`config.mk`:
```
export PLATFORM = sky130hd
export DESIGN_NAME = mul16_sync_bridge_flat
export DESIGN_NICKNAME = d
export VERILOG_FILES = /design/src/rtl/mul16_sync_bridge_pkg.sv /design/src/rtl/mul16_sync_bridge_if.sv /design/src/rtl/mul16_sync_bridge_hs_sync.sv /design/src/rtl/mul16_sync_bridge.sv /design/src/flat_wrapper.sv
export SDC_FILE = /design/constraint.sdc
export NUM_CORES = 1
export LEC_CHECK = 0
export BUFFER_PORTS_ARGS = -buffer_cell sky130_fd_sc_hd__buf_4
export CAP_MARGIN = 0
export CORE_ASPECT_RATIO = 1.75
export CORE_MARGIN = 8
export CORE_UTILIZATION = 30
export CTS_BUF_LIST = sky130_fd_sc_hd__clkbuf_16
export CTS_CLUSTER_DIAMETER = 200
export DETAILED_ROUTE_END_ITERATION = 16
export PLACE_DENSITY = 0.51
export SETUP_SLACK_MARGIN = 0.05
export SLEW_MARGIN = 10
export SYNTH_ARGS = -nofsm -noshare
export SYNTH_HDL_FRONTEND = slang
export SYNTH_HIERARCHICAL = 1
export SYNTH_SLANG_ARGS = --single-unit
```
`constraint.sdc`:
```
create_clock -name clk -period 4.51 [get_ports clk]
set_clock_uncertainty 0.05 [all_clocks]
set_input_delay 0.2255 -clock clk [delete_from_list [all_inputs] [get_ports clk]]
set_output_delay 0.2255 -clock clk [all_outputs]
set_load 0.01 [all_outputs]
```
`src/rtl/mul16_sync_bridge_pkg.sv`:
```
// Shared types for the clocked bridge to the Balsa 16-bit Booth multiplier:
// data width, pull-channel and push-channel state encodings, and the
// next-state rule shared by the x and y operand channels.
package mul16_bridge_pkg;

  localparam int DATA_W = 16;

  typedef enum logic [1:0] {
    IDLE  = 2'd0,
    ACKED = 2'd1,
    DONE  = 2'd2
  } ch_state_e;

  typedef enum logic {
    Z_IDLE  = 1'b0,
    Z_ACKED = 1'b1
  } z_state_e;

  // Operand pull channel: ack only once the operand has settled (rdy), then
  // park in DONE until both channels have finished so the pair retires together.
  function automatic ch_state_e ch_next(input ch_state_e st, input logic r_s,
                                        input logic rdy, input logic retire);
    ch_state_e nxt;
    nxt = st;
    case (st)
      IDLE:    if (r_s && rdy) nxt = ACKED;
      ACKED:   if (!r_s) nxt = DONE;
      DONE:    if (retire) nxt = IDLE;
      default: nxt = IDLE;
    endcase
    return nxt;
  endfunction

endpackage

```
`src/rtl/mul16_sync_bridge_if.sv`:
```
// Clocked operand/result streams between synchronous logic and the bridge.
interface mul16_sync_bridge_if;
  import mul16_bridge_pkg::*;

  logic              in_valid;
  logic              in_ready;
  logic [DATA_W-1:0] in_x;
  logic [DATA_W-1:0] in_y;
  logic              out_valid;
  logic              out_ready;
  logic [DATA_W-1:0] out_z;

  modport master (
    output in_valid, in_x, in_y, out_ready,
    input  in_ready, out_valid, out_z
  );

  modport slave (
    input  in_valid, in_x, in_y, out_ready,
    output in_ready, out_valid, out_z
  );

endinterface

```
`src/rtl/mul16_sync_bridge_hs_sync.sv`:
```
// Multi-flop synchroniser for a single asynchronous handshake line.
module hs_sync #(
  parameter int SYNC_STAGES = 2
) (
  input  logic clk,
  input  logic rst,
  input  logic d,
  output logic q
);

  logic [SYNC_STAGES-1:0] sync_q;
  logic [SYNC_STAGES-1:0] sync_d;

  // Shift the raw line one stage per clock.
  always_comb begin
    sync_d = {sync_q[SYNC_STAGES-2:0], d};
  end

  // Chain of flops; cleared on reset so no stale request survives.
  always_ff @(posedge clk or posedge rst) begin
    if (rst) sync_q <= '0;
    else     sync_q <= sync_d;
  end

  assign q = sync_q[SYNC_STAGES-1];

endmodule

```
`src/rtl/mul16_sync_bridge.sv`:
```
// Bridge from valid/ready operand and result streams to the four-phase
// pull channels x/y and push channel z of the asynchronous multiplier.
module mul16_sync_bridge
  import mul16_bridge_pkg::*;
#(
  parameter int SYNC_STAGES = 2
) (
  input  logic              clk,
  input  logic              rst,
  mul16_sync_bridge_if.slave s_if,
  output logic              activate_0r,
  input  logic              activate_0a,
  input  logic              x_0r,
  output logic              x_0a,
  output logic [DATA_W-1:0] x_0d,
  input  logic              y_0r,
  output logic              y_0a,
  output logic [DATA_W-1:0] y_0d,
  input  logic              z_0r,
  output logic              z_0a,
  input  logic [DATA_W-1:0] z_0d,
  output logic [15:0]       pair_count,
  output logic              mul_done
);

  logic act_s, xr_s, yr_s, zr_s;
  logic [1:0] chr_s;

  hs_sync #(.SYNC_STAGES(SYNC_STAGES)) u_sync_act (.clk(clk), .rst(rst), .d(activate_0a), .q(act_s));
  hs_sync #(.SYNC_STAGES(SYNC_STAGES)) u_sync_x   (.clk(clk), .rst(rst), .d(x_0r),        .q(xr_s));
  hs_sync #(.SYNC_STAGES(SYNC_STAGES)) u_sync_y   (.clk(clk), .rst(rst), .d(y_0r),        .q(yr_s));
  hs_sync #(.SYNC_STAGES(SYNC_STAGES)) u_sync_z   (.clk(clk), .rst(rst), .d(z_0r),        .q(zr_s));

  assign chr_s = {yr_s, xr_s};

  // Operand register, its settle delay, and control/status flops.
  logic                   op_full_q, op_full_d;
  logic [DATA_W-1:0]      op_x_q, op_x_d, op_y_q, op_y_d;
  logic [SYNC_STAGES-1:0] op_dly_q, op_dly_d;
  logic                   in_ready_q, in_ready_d;
  logic                   act_q, act_d;
  logic                   mul_done_q, mul_done_d;
  logic [15:0]            pair_count_q, pair_count_d;
  logic                   accept, op_rdy, retire;

  // Result side.
  z_state_e               z_state_q, z_state_d;
  logic                   z_ack_q, z_ack_d;
  logic                   out_valid_q, out_valid_d;
  logic [DATA_W-1:0]      out_z_q, out_z_d;

  assign accept = s_if.in_valid && in_ready_q;
  // Operand data must have been stable for SYNC_STAGES+1 cycles before an ack.
  assign op_rdy = op_dly_q[SYNC_STAGES-1];

  // x (index 0) and y (index 1) pull channels: identical FSMs.
  for (genvar g = 0; g < 2; g++) begin : g_ch
    ch_state_e st_q, st_d;
    logic      ack_q, ack_d;

    // Next state from the shared channel rule; ack is high exactly in ACKED.
    always_comb begin
      st_d  = ch_next(st_q, chr_s[g], op_rdy, retire);
      ack_d = (st_d == ACKED);
    end

    // Channel state and registered ack.
    always_ff @(posedge clk or posedge rst) begin
      if (rst) begin
        st_q  <= IDLE;
        ack_q <= 1'b0;
      end else begin
        st_q  <= st_d;
        ack_q <= ack_d;
      end
    end
  end

  assign retire = (g_ch[0].st_q == DONE) && (g_ch[1].st_q == DONE);

  // Operand register fill/retire, ready flag, pair counter, activation.
  always_comb begin
    op_full_d    = op_full_q;
    op_x_d       = op_x_q;
    op_y_d       = op_y_q;
    pair_count_d = pair_count_q;
    if (retire) begin
      op_full_d    = 1'b0;
      pair_count_d = pair_count_q + 16'd1;
    end
    if (accept) begin
      op_full_d = 1'b1;
      op_x_d    = s_if.in_x;
      op_y_d    = s_if.in_y;
    end
    op_dly_d   = retire ? '0 : {op_dly_q[SYNC_STAGES-2:0], op_full_q};
    in_ready_d = !op_full_d;
    act_d      = 1'b1;
    mul_done_d = mul_done_q | act_s;
  end

  // Operand-side registers; all outputs clear asynchronously.
  always_ff @(posedge clk or posedge rst) begin
    if (rst) begin
      op_full_q    <= 1'b0;
      op_x_q       <= '0;
      op_y_q       <= '0;
      op_dly_q     <= '0;
      in_ready_q   <= 1'b0;
      act_q        <= 1'b0;
      mul_done_q   <= 1'b0;
      pair_count_q <= '0;
    end else begin
      op_full_q    <= op_full_d;
      op_x_q       <= op_x_d;
      op_y_q       <= op_y_d;
      op_dly_q     <= op_dly_d;
      in_ready_q   <= in_ready_d;
      act_q        <= act_d;
      mul_done_q   <= mul_done_d;
      pair_count_q <= pair_count_d;
    end
  end

  // Push channel z: capture only into an empty result register (back-pressure).
  always_comb begin
    z_state_d   = z_state_q;
    z_ack_d     = z_ack_q;
    out_valid_d = out_valid_q;
    out_z_d     = out_z_q;
    if (out_valid_q && s_if.out_ready) out_valid_d = 1'b0;
    case (z_state_q)
      Z_IDLE: begin
        if (zr_s && !out_valid_q) begin
          out_z_d     = z_0d;
          out_valid_d = 1'b1;
          z_ack_d     = 1'b1;
          z_state_d   = Z_ACKED;
        end
      end
      Z_ACKED: begin
        if (!zr_s) begin
          z_ack_d   = 1'b0;
          z_state_d = Z_IDLE;
        end
      end
      default: z_state_d = Z_IDLE;
    endcase
  end

  // Result-side registers.
  always_ff @(posedge clk or posedge rst) begin
    if (rst) begin
      z_state_q   <= Z_IDLE;
      z_ack_q     <= 1'b0;
      out_valid_q <= 1'b0;
      out_z_q     <= '0;
    end else begin
      z_state_q   <= z_state_d;
      z_ack_q     <= z_ack_d;
      out_valid_q <= out_valid_d;
      out_z_q     <= out_z_d;
    end
  end

  assign s_if.in_ready  = in_ready_q;
  assign s_if.out_valid = out_valid_q;
  assign s_if.out_z     = out_z_q;
  assign activate_0r    = act_q;
  assign x_0a           = g_ch[0].ack_q;
  assign y_0a           = g_ch[1].ack_q;
  assign x_0d           = op_x_q;
  assign y_0d           = op_y_q;
  assign z_0a           = z_ack_q;
  assign pair_count     = pair_count_q;
  assign mul_done       = mul_done_q;

endmodule

```
`src/flat_wrapper.sv`:
```
// flat-port wrapper written by rule: the top's interface ports become plain ports
module mul16_sync_bridge_flat import mul16_bridge_pkg::*;
#(
  parameter int SYNC_STAGES = 2
)
  (clk, rst, activate_0r, activate_0a, x_0r, x_0a, x_0d, y_0r, y_0a, y_0d, z_0r, z_0a, z_0d, pair_count, mul_done, s_if_in_valid, s_if_in_x, s_if_in_y, s_if_out_ready, s_if_in_ready, s_if_out_valid, s_if_out_z);
  mul16_sync_bridge_if s_if_i ();
  input  logic clk;
  input  logic rst;
  output logic activate_0r;
  input  logic activate_0a;
  input  logic x_0r;
  output logic x_0a;
  output logic [DATA_W-1:0] x_0d;
  input  logic y_0r;
  output logic y_0a;
  output logic [DATA_W-1:0] y_0d;
  input  logic z_0r;
  output logic z_0a;
  input  logic [DATA_W-1:0] z_0d;
  output logic [15:0] pair_count;
  output logic mul_done;
  input wire logic [$bits(s_if_i.in_valid)-1:0] s_if_in_valid;
  input wire logic [$bits(s_if_i.in_x)-1:0] s_if_in_x;
  input wire logic [$bits(s_if_i.in_y)-1:0] s_if_in_y;
  input wire logic [$bits(s_if_i.out_ready)-1:0] s_if_out_ready;
  output wire logic [$bits(s_if_i.in_ready)-1:0] s_if_in_ready;
  output wire logic [$bits(s_if_i.out_valid)-1:0] s_if_out_valid;
  output wire logic [$bits(s_if_i.out_z)-1:0] s_if_out_z;
  assign s_if_i.in_valid = s_if_in_valid;
  assign s_if_i.in_x = s_if_in_x;
  assign s_if_i.in_y = s_if_in_y;
  assign s_if_i.out_ready = s_if_out_ready;
  assign s_if_in_ready = s_if_i.in_ready;
  assign s_if_out_valid = s_if_i.out_valid;
  assign s_if_out_z = s_if_i.out_z;
  mul16_sync_bridge #(.SYNC_STAGES(SYNC_STAGES)) u_core (.clk(clk), .rst(rst), .s_if(s_if_i), .activate_0r(activate_0r), .activate_0a(activate_0a), .x_0r(x_0r), .x_0a(x_0a), .x_0d(x_0d), .y_0r(y_0r), .y_0a(y_0a), .y_0d(y_0d), .z_0r(z_0r), .z_0a(z_0a), .z_0d(z_0d), .pair_count(pair_count), .mul_done(mul_done));
endmodule
```
==> results of run 1 <==
## area by class of cell
cell class	count	area (um^2)	area share, %
inverters	9	35.0	0.747
well taps	130	163	3.47
repair buffers	133	1010	21.6
clock buffers	9	225	4.80
flip-flops and latches	87	2180	46.4
multi-input cells	119	1040	22.3
clock inverters	7	35.0	0.747
## cell families (layout without fill, tap and decap cells)
logic type	Yosys count	count (layout)
AO/OA/AOI/OAI	6	6
XOR/XNOR	15	15
adder cells (fa/ha/maj)	1	1
buffers and inverters	13	158
flip-flops	87	87
multiplexers	48	48
other	1	1
AND/OR/NAND/NOR	48	48
## timing repair
action,in CTS,in global routing
buffers inserted,0,0
hold buffers,5,0
endpoints found under the setup margin,0,0
hold endpoints to repair,12,0
## state kept, by name (all words and copies together), names as in the netlist, 2 cells and up
register                  cells
u_core/x_0d                  16
u_core/s_if.out_z            16
u_core/pair_count            16
u_core/u_sync_x/sync_q        2
u_core/y_0d                  16
u_core/op_dly_q               2
u_core/u_sync_act/sync_q      2
u_core/g_ch.st_q              4
u_core/u_sync_z/sync_q        2
u_core/u_sync_y/sync_q        2
## how the worst max path moves through the flow
stage / start / endpoint / slack [ns] / cells past startpoint
2_1_floorplan: rst / u_core/activate_0r / 2.21 / 1
3_3_place_gp: u_core/z_state_q / u_core/s_if.out_z[15] / 2.78 / 2
3_5_place_dp: u_core/z_state_q / u_core/s_if.out_z[2] / 2.74 / 2
4_1_cts: u_core/z_state_q / u_core/s_if.out_z[4] / 2.73 / 2
5_1_grt: rst / u_core/s_if.out_z[4] / 2.61 / 4
6_report: u_core/z_state_q / u_core/s_if.out_z[4] / 2.78 / 2
## worst max-delay path, delay by kind of cell, from the launching register on
kind	cells	cell delay, ns
flip-flops	1	0.41
multiplexers	1	0.41
AND/OR/NAND/NOR	1	0.74
## synth_stat cells, drive strengths merged
master and count:
o21bai 1, nor3b 6, inv 9, and2 1, mux2 48, nand2 14, xor2 6, conb 1
o21ai 2, nor2b 1, dfrtp 87, a22o 1, nor2 9, nand4 3, o21a 1, nor4 1
ha 1, and4 2, or2 2, and4bb 1, and3 2, or2b 1, buf 4, nand4bb 1
a21oi 1, xnor2 9, nand3 4
## routing by layer
| layer | up-vias | track usage [%] | share of wire [%] |
|---|---|---|---|
| met4 | 0 | 4.49 | 1.5 |
| met5 | - | 0 | 0 |
| met3 | 10 | 4.60 | 9.3 |
| met1 | 1080 | 11.1 | 35 |
| met2 | 72 | 19.6 | 54 |
| li1 | 1025 | - | - |
## power by group through the flow
| stage | Combinational [W] | Clock, W | Sequential (W) |
|---|---|---|---|
| after global placement | 0.000844 | 0 | 0.00118 |
| final | 0.000831 | 0.000648 | 0.00117 |
| after global routing | 0.000901 | 0.000707 | 0.00121 |
| after CTS | 0.000855 | 0.000680 | 0.00117 |
| after detailed placement | 0.000851 | 0 | 0.00119 |
| after floorplan | 0.000289 | 0 | 0.00127 |
## placed cells by master, fill, tap and decap left out, types with 4 or more instances in the layout
cell type / netlist / layout
dfrtp_1: 87 / 87
nor2_1: 9 / 9
nand2_1: 14 / 14
xnor2_1: 9 / 9
nand3_1: 4 / 4
nor3b_1: 4 / 4
dlygate4sd3_1: 0 / 5
buf_4: 0 / 128
clkbuf_16: 0 / 9
mux2_2: 48 / 48
inv_1: 9 / 12
xor2_1: 6 / 6
## metrics by stage
step	utilization [%]	power [W]
3_3_place_gp	40.9	0.00202
3_5_place_dp	40.9	0.00204
4_1_cts	43.8	0.00271
5_1_grt	43.8	0.00281
2_1_floorplan	-	0.00156
6_report	43.8	0.00265
==> flow_metrics.env, run 1 <==
export IMPL_numCtsBuffers=9
export IMPL_synth_top_cell_by_area="dfrtp_1"
export IMPL_synth_top_area_share_pct=66.5
export IMPL_drt_total_wl_um=7710
export IMPL_synthCells=219
export IMPL_avgSynthCellArea_um2=14.9
export IMPL_cp_slowest_stage_delay_ns=0.74
export IMPL_grt_pass1_vias=2512
export IMPL_setup_tns_ns=0
export IMPL_drtPass1Iterations=4
export IMPL_r2r_slack_ns=2.78
export IMPL_min_from="s_if_out_ready"
export IMPL_areaGrowthSynthToFinish_pct=43.3
export IMPL_ff2ff_path_depth=2
export IMPL_cts_root_buf="clkbuf_16"
export IMPL_hp_class="input pin to flop"
export IMPL_worstSetupPathType="flop to flop"
export IMPL_fp_dieH_um=154
export IMPL_die_width_um=95.0
export IMPL_period_minus_slack_ns=1.73
export IMPL_nets=416
export IMPL_seq_area_frac_synth_pct=66.5
export IMPL_holdPathEnd="u_core/s_if.out_valid"
export IMPL_cp_start_kind="flop"
export IMPL_num_vias=2187
export IMPL_rsz0062_at_grt="false"
export IMPL_seqPwrFrac_pct=44.1
export IMPL_antenna_found_initial=0
export IMPL_drt_iter0_drc=49
export IMPL_tritoncts="done"
export IMPL_drive_gt1_share_pct=53.8
export IMPL_initial_core_util_pct=30.6
export IMPL_stdcell_area_um2=4690
export IMPL_synth_mux_area_share_pct=16.5
export IMPL_dp_cells=473
export IMPL_viasPerCell=4.43
export IMPL_fin_hold_ws_ns=0.0336
export IMPL_outcome="finished clean"
export IMPL_p_per_area_nw_per_um2=564
export IMPL_cts_path_max_buffers=2
export IMPL_place_area_um2=4380
export IMPL_worst_slack_ns=2.78
export IMPL_yosys_warnings=6
export IMPL_synth_simple_area_share_pct=9.71
export IMPL_antennaDiodeCount=0
export IMPL_synthTopCellsByArea="dfrtp_1, mux2_2, xnor2_1, nand2_1, xor2_1"
export IMPL_avgRoutedWirePerCell_um=15.6
export IMPL_yosysUniqueCellTypes=32
export IMPL_insertion_delay_ns=0.33
export IMPL_critPathMaxFanout=17
export IMPL_synthAdderAreaFrac_pct=0.382
export IMPL_fp_coreArea_um2=10700
export IMPL_tightest_slew_ns=0.870
export IMPL_p_sw_share_pct=28.8
export IMPL_worstPathRequired_ns=4.67
export IMPL_crit_chain="nor3b_4 -> mux2_2"
export IMPL_num_io_pins=127
export IMPL_hpwl_um=5920
export IMPL_min_path_cells=2
export IMPL_worstReg2RegEnd="u_core/s_if.out_z[4]"
export IMPL_cts_resized=0
export IMPL_path_clk_slew_ns=0.06
export IMPL_cts_sinks=87
export IMPL_synthXorXnorAreaFrac_pct=4.01
export IMPL_synth_compound_area_share_pct=1.19
export IMPL_final_cells=494
export IMPL_grt_max_degree=50
export IMPL_setup_viol=0
export IMPL_grt_overflow_total=0
export IMPL_h_tree_depth=3
export IMPL_vdd_drop_max_mv=0.255
export IMPL_maxSlewViolCount=0
export IMPL_cpMaxStageDelayCell="nor3b_4"
export IMPL_max_clock_freq_ghz=0.577
export IMPL_pwr_share_comb_pct=31.4
export IMPL_critPathCaptureType="flop"
export IMPL_ys_seq_elements=87
export IMPL_nFillCells=993
export IMPL_maxCapViolations=0
export IMPL_p_sw_w=0.000762
export IMPL_drtAntennaViolNets=0
export IMPL_num_rows=50
export IMPL_r2r_start="u_core/z_state_q"
export IMPL_synth_top_family_by_area="multiplexers"
export IMPL_gp_congestion=0.739
export IMPL_finalHoldViolCount=0
export IMPL_slew_headroom_pct=42.0
export IMPL_p_clk_share_pct=24.5
export IMPL_post_place_ws_ns=2.74
export IMPL_dieArea_um2=14600
export IMPL_synth_nets=276
export IMPL_p_int_w=0.00188
export IMPL_drcViolationCount=0
export IMPL_netlist_area_um2=3270
export IMPL_io_buffers=126
export IMPL_arrival_ns=1.89
export IMPL_p_leak_nw=2.30
export IMPL_gr_usage_all_layers_pct=11.2
export IMPL_grt_pass1_wl_um=12600
export IMPL_period_share_pct=38.4
No activity file was read; power rests on OpenSTA's default activity.
==> run 2: changes to the inputs <==
--- a/config.mk
+++ b/config.mk
@@ -13,7 +13,7 @@
 export CTS_BUF_LIST = sky130_fd_sc_hd__clkbuf_16
 export CTS_CLUSTER_DIAMETER = 200
 export DETAILED_ROUTE_END_ITERATION = 16
-export PLACE_DENSITY = 0.51
+export PLACE_DENSITY = 0.53
 export SETUP_SLACK_MARGIN = 0.05
 export SLEW_MARGIN = 10
 export SYNTH_ARGS = -nofsm -noshare
==> constraint.sdc (replaced) <==
create_clock -name clk -period 1.4 [get_ports clk]
set_clock_uncertainty 0.05 [all_clocks]
set_input_delay 0.07 -clock clk [delete_from_list [all_inputs] [get_ports clk]]
set_output_delay 0.07 -clock clk [all_outputs]
set_load 0.01 [all_outputs]
==> flow_metrics.env, run 2 (same netlist as run 1, synthesis figures left out) <==
export IMPL_outcome="finished clean"
export IMPL_gp_congestion=0.723
export IMPL_antennaDiodeCount=0
export IMPL_arrival_ns=1.54
export IMPL_final_cell_mix="buf_4, dfrtp_1, dlygate4sd3_1"
export IMPL_grt_max_degree=40
export IMPL_cp_start_kind="flop"
export IMPL_stdcell_area_um2=5570
export IMPL_hpwl_um=5830
export IMPL_io_buffers=126
export IMPL_critPathCaptureType="flop"
export IMPL_maxCapViolations=0
export IMPL_cts_sinks=87
export IMPL_insertion_delay_ns=0.33
export IMPL_grt_pass1_wl_um=13400
export IMPL_vdd_drop_max_mv=0.877
export IMPL_dieArea_um2=14600
export IMPL_drtPass1Iterations=3
export IMPL_tritoncts="done"
export IMPL_worstSetupPathType="flop to flop"
export IMPL_setup_viol=0
export IMPL_place_area_um2=4580
export IMPL_grt_pass1_vias=2735
export IMPL_cts_root_buf="clkbuf_16"
export IMPL_final_common_cell="buf_4"
export IMPL_initial_core_util_pct=30.6
export IMPL_rsz0062_at_grt="true"
export IMPL_dp_cells=490
export IMPL_dr_wl_met2_um=4220
export IMPL_nets=486
export IMPL_cts_path_max_buffers=2
export IMPL_period_minus_slack_ns=1.38
export IMPL_viasPerCell=4.32
export IMPL_fp_dieH_um=154
export IMPL_drtAntennaViolNets=0
export IMPL_drive_gt1_share_pct=52.8
export IMPL_drt_iter0_drc=32
export IMPL_max_clock_freq_ghz=0.725
export IMPL_hp_class="input pin to async pin"
export IMPL_gr_usage_all_layers_pct=11.6
export IMPL_avgRoutedWirePerCell_um=14.4
export IMPL_maxSlewViolCount=0
export IMPL_dr_wl_met3_um=771
export IMPL_fp_coreArea_um2=10700
export IMPL_die_width_um=95.0
export IMPL_finalPower_w=0.00934
export IMPL_p_leak_nw=2.75
export IMPL_numCtsBuffers=9
export IMPL_finalHoldViolCount=0
export IMPL_num_rows=50
export IMPL_worstPathRequired_ns=1.56
export IMPL_areaGrowthSynthToFinish_pct=70.2
export IMPL_path_clk_slew_ns=0.06
export IMPL_grt_overflow_total=0
export IMPL_setup_tns_ns=0
export IMPL_top_layer="met4"
export IMPL_critPathMaxFanout=3
export IMPL_p_per_area_nw_per_um2=1680
export IMPL_met1_length_um=2970
export IMPL_h_tree_depth=3
export IMPL_fin_hold_ws_ns=0.139
export IMPL_final_cells=564
export IMPL_antenna_found_initial=0
export IMPL_drt_total_wl_um=8110
export IMPL_num_vias=2439
export IMPL_num_io_pins=127
export IMPL_drcViolationCount=0
export IMPL_period_share_pct=98.5
-- run 2: cell count changes in the layout (fill, tap and decap cells not counted), moves of 3 or more --
| cell | before | now |
|---|---|---|
| dlygate4sd3_1 | 5 | 54 |
| mux2_2 | 48 | 36 |
| mux2_4 | 0 | 12 |
| buf_4 | 128 | 142 |
| buf_12 | 0 | 4 |
| inv_1 | 12 | 9 |
| buf_6 | 0 | 3 |
-- run 2: final timing paths --
path / slack (ns) / from / cells past startpoint / to
worst min-delay path: 0.14 / rst / 3 / u_core/u_sync_y/sync_q[1]
max in group asynchronous: 0.49 / rst / 4 / u_core/g_ch[1].st_q[1]
worst max register to register: 0.02 / u_core/g_ch[0].st_q[0] / 5 / u_core/pair_count[12]
worst max-delay path: 0.02 / u_core/g_ch[0].st_q[0] / 5 / u_core/pair_count[12]
min in group clk: 0.19 / s_if_in_valid / 4 / u_core/op_full_q
worst min register to register: 0.30 / u_core/u_sync_x/sync_q[0] / 0 / u_core/u_sync_x/sync_q[1]
-- run 2: final cells by class --
type                            instances  area (um^2)
Clock buffer                            9          225
Clock inverter                          7         88.8
Fill cell                             928         5130
Inverter                                9         37.5
Multi-Input combinational cell        119         1160
Sequential cell                        87         2180
Tap cell                              130          163
Timing Repair Buffer                  203         1720
-- run 2: critical path, cell delays in order, from the launching register on --
cell and delay, ns:
dfrtp_1 0.38, nand4bb_4 0.26, nor3b_4 0.23, buf_6 0.14, nand3_2 0.07, xnor2_1 0.13
-- run 2: stage by stage --
step | utilization (%) | setup slack, ns
after detailed placement | 42.8 | 0.0104
final | 52.1 | 0.0203
after CTS | 50.9 | 0.0172
after global placement | 42.8 | 0.0346
after floorplan | - | -0.0835
after global routing | 52.1 | -0.0739
-- run 2: power by group --
part,internal [W],switching (W)
clock,0.00155,0.000931
combinational,0.00192,0.00120
sequential,0.00331,0.000434
total,0.00678,0.00256
-- run 2: what timing repair did --
item / CTS / global route
hold buffers: 54 / 0
setup buffers: 0 / 4
gates resized for setup: 2 / 25
endpoints found under the hold margin: 76 / 0
pin swaps: 0 / 11
setup endpoints to repair: 8 / 25
-- run 2: layer usage --
layer,vias up,track usage [%]
li1,1159,-
met1,1187,12.1
met5,-,0
met2,84,19.1
met4,0,5.61
met3,9,5.04
==> run 3: changes to the inputs <==
--- a/config.mk
+++ b/config.mk
@@ -5,7 +5,7 @@
 export SDC_FILE = /design/constraint.sdc
 export NUM_CORES = 1
 export LEC_CHECK = 0
-export BUFFER_PORTS_ARGS = -buffer_cell sky130_fd_sc_hd__buf_4
+export BUFFER_PORTS_ARGS = -buffer_cell sky130_fd_sc_hd__buf_2
 export CAP_MARGIN = 0
 export CORE_ASPECT_RATIO = 1.75
 export CORE_MARGIN = 8
@@ -13,6 +13,7 @@
 export CTS_BUF_LIST = sky130_fd_sc_hd__clkbuf_16
 export CTS_CLUSTER_DIAMETER = 200
 export DETAILED_ROUTE_END_ITERATION = 16
+export GPL_ROUTABILITY_DRIVEN = 0
 export PLACE_DENSITY = 0.53
 export SETUP_SLACK_MARGIN = 0.05
 export SLEW_MARGIN = 10
==> flow_metrics.env, run 3 (same netlist as run 1, synthesis figures left out) <==
export IMPL_finalHoldViolCount=0
export IMPL_antenna_found_initial=0
export IMPL_io_buffers=126
export IMPL_grt_pass1_vias=2849
export IMPL_cts_sinks=87
export IMPL_areaGrowthSynthToFinish_pct=61.7
export IMPL_nFillCells=920
export IMPL_p_leak_nw=2.64
export IMPL_tritoncts="done"
export IMPL_die_width_um=95.0
export IMPL_max_clock_freq_ghz=0.713
export IMPL_nets=488
export IMPL_period_minus_slack_ns=1.40
export IMPL_viasPerCell=4.38
export IMPL_ff2ff_path_depth=4
export IMPL_vdd_drop_max_mv=0.989
export IMPL_stdcell_area_um2=5290
export IMPL_antennaDiodeCount=0
export IMPL_r2r_slack_ns=-0.003
export IMPL_critPathCaptureType="flop"
export IMPL_post_place_ws_ns=-0.00502
export IMPL_worstPathRequired_ns=1.57
export IMPL_critPathMaxFanout=7
export IMPL_hp_class="input pin to async pin"
export IMPL_worstSetupPathType="flop to flop"
export IMPL_fp_dieH_um=154
export IMPL_finalPower_w=0.00904
export IMPL_drt_total_wl_um=8210
export IMPL_drtAntennaViolNets=0
export IMPL_setup_viol=2
export IMPL_final_common_cell="buf_2"
export IMPL_num_io_pins=127
export IMPL_avgRoutedWirePerCell_um=14.5
export IMPL_worstSetupStartpoint="u_core/s_if.out_valid"
export IMPL_gr_usage_all_layers_pct=11.6
export IMPL_cts_path_max_buffers=2
export IMPL_crit_end="u_core/s_if.out_z[1]"
export IMPL_drtPass1Iterations=2
export IMPL_cp_start_kind="flop"
export IMPL_h_tree_depth=3
export IMPL_hpwl_um=5680
export IMPL_grt_pass1_wl_um=13500
export IMPL_grt_overflow_total=0
export IMPL_dieArea_um2=14600
export IMPL_worst_slack_ns=-0.00342
export IMPL_arrival_ns=1.57
export IMPL_outcome="complete, but fails checks"
export IMPL_cts_root_buf="clkbuf_16"
export IMPL_rsz0062_at_grt="true"
export IMPL_p_per_area_nw_per_um2=1710
export IMPL_final_cell_mix="buf_2, dfrtp_1, dlygate4sd3_1"
export IMPL_insertion_delay_ns=0.34
export IMPL_grt_max_degree=40
export IMPL_drcViolationCount=0
export IMPL_fp_coreArea_um2=10700
export IMPL_drive_gt1_share_pct=53.9
export IMPL_num_rows=50
export IMPL_initial_core_util_pct=30.6
export IMPL_path_clk_slew_ns=0.07
export IMPL_maxCapViolations=0
export IMPL_maxSlewViolCount=0
export IMPL_place_area_um2=4250
export IMPL_num_vias=2479
export IMPL_r2r_start="u_core/s_if.out_valid"
export IMPL_period_share_pct=100
export IMPL_drt_iter0_drc=23
export IMPL_numCtsBuffers=9
export IMPL_worstReg2RegEnd="u_core/s_if.out_z[1]"
export IMPL_violations="negative setup slack"
## run 3: cell count changes in the layout (fill, tap and decap cells not counted), moves of 2 or more
| cell | before | now |
|---|---|---|
| clkinv_1 | 2 | 0 |
| nor2_1 | 7 | 5 |
| inv_6 | 0 | 3 |
| nor2_2 | 1 | 3 |
| mux2_2 | 36 | 34 |
| buf_2 | 0 | 126 |
| mux2_4 | 12 | 14 |
| buf_4 | 142 | 17 |
## run 3: what timing repair did
| item | in CTS | in global routing |
|---|---|---|
| gates resized for setup | 5 | 27 |
| endpoints found under the setup margin | 24 | 25 |
| buffers inserted | 5 | 3 |
| pin swaps | 5 | 7 |
| hold buffers | 54 | 0 |
| cloned | 1 | 0 |
| hold endpoints to repair | 76 | 0 |
## run 3: per-layer routing
metal,wire length (um),GRT usage (%),vias up
met1,3120,12.6,1218
met3,711,4.94,10
met2,4230,18.9,87
li1,-,-,1164
met5,0,0,-
met4,151,5.46,0
## run 3: area by class of cell
class / count / area (um^2) / share of cell area (%)
tap: 130 / 163 / 3.07
clock buffer: 9 / 225 / 4.26
clock inverter: 7 / 103 / 1.94
sequential: 87 / 2180 / 41.1
timing repair buffer: 205 / 1420 / 26.9
multi-input combinational: 119 / 1160 / 22.0
inverter: 9 / 37.5 / 0.709
## run 3: critical path: stages, from the launching register on
cell and delay (ns):
dfrtp_1 0.41, nor3b_4 0.24, buf_6 0.14, buf_12 0.12
mux2_2 0.32
## run 3: power by group
group / total, W / internal [W] / switching, W
clock network: 0.00261 / 0.00159 / 0.00102
registers: 0.00371 / 0.00330 / 0.000412
logic: 0.00272 / 0.00153 / 0.00119
total: 0.00904 / 0.00641 / 0.00263
## run 3: metrics by stage
step / setup TNS (ns) / std cells / hold WS (ns) / util (%)
after floorplan: -0.777 / 219 / -0.239 / -
after global placement: 0 / 488 / -0.0645 / 39.7
after detailed placement: -0.00502 / 488 / -0.0605 / 39.7
after CTS: 0 / 564 / 0.125 / 48.6
after global routing: -0.317 / 566 / 0.143 / 49.5
final: -0.00652 / 566 / 0.132 / 49.5
## run 3: worst min-delay path by stage
| stage | from | to | slack (ns) | cells past startpoint |
|---|---|---|---|---|
| final | rst | u_core/u_sync_act/sync_q[0] | 0.13 | 3 |
| after global routing | rst | u_core/u_sync_act/sync_q[0] | 0.14 | 3 |
| after CTS | rst | u_core/u_sync_y/sync_q[0] | 0.13 | 3 |
| after detailed placement | rst | u_core/u_sync_y/sync_q[0] | -0.06 | 2 |
| after global placement | rst | u_core/u_sync_act/sync_q[0] | -0.06 | 2 |
| after floorplan | rst | u_core/u_sync_act/sync_q[0] | -0.24 | 1 |
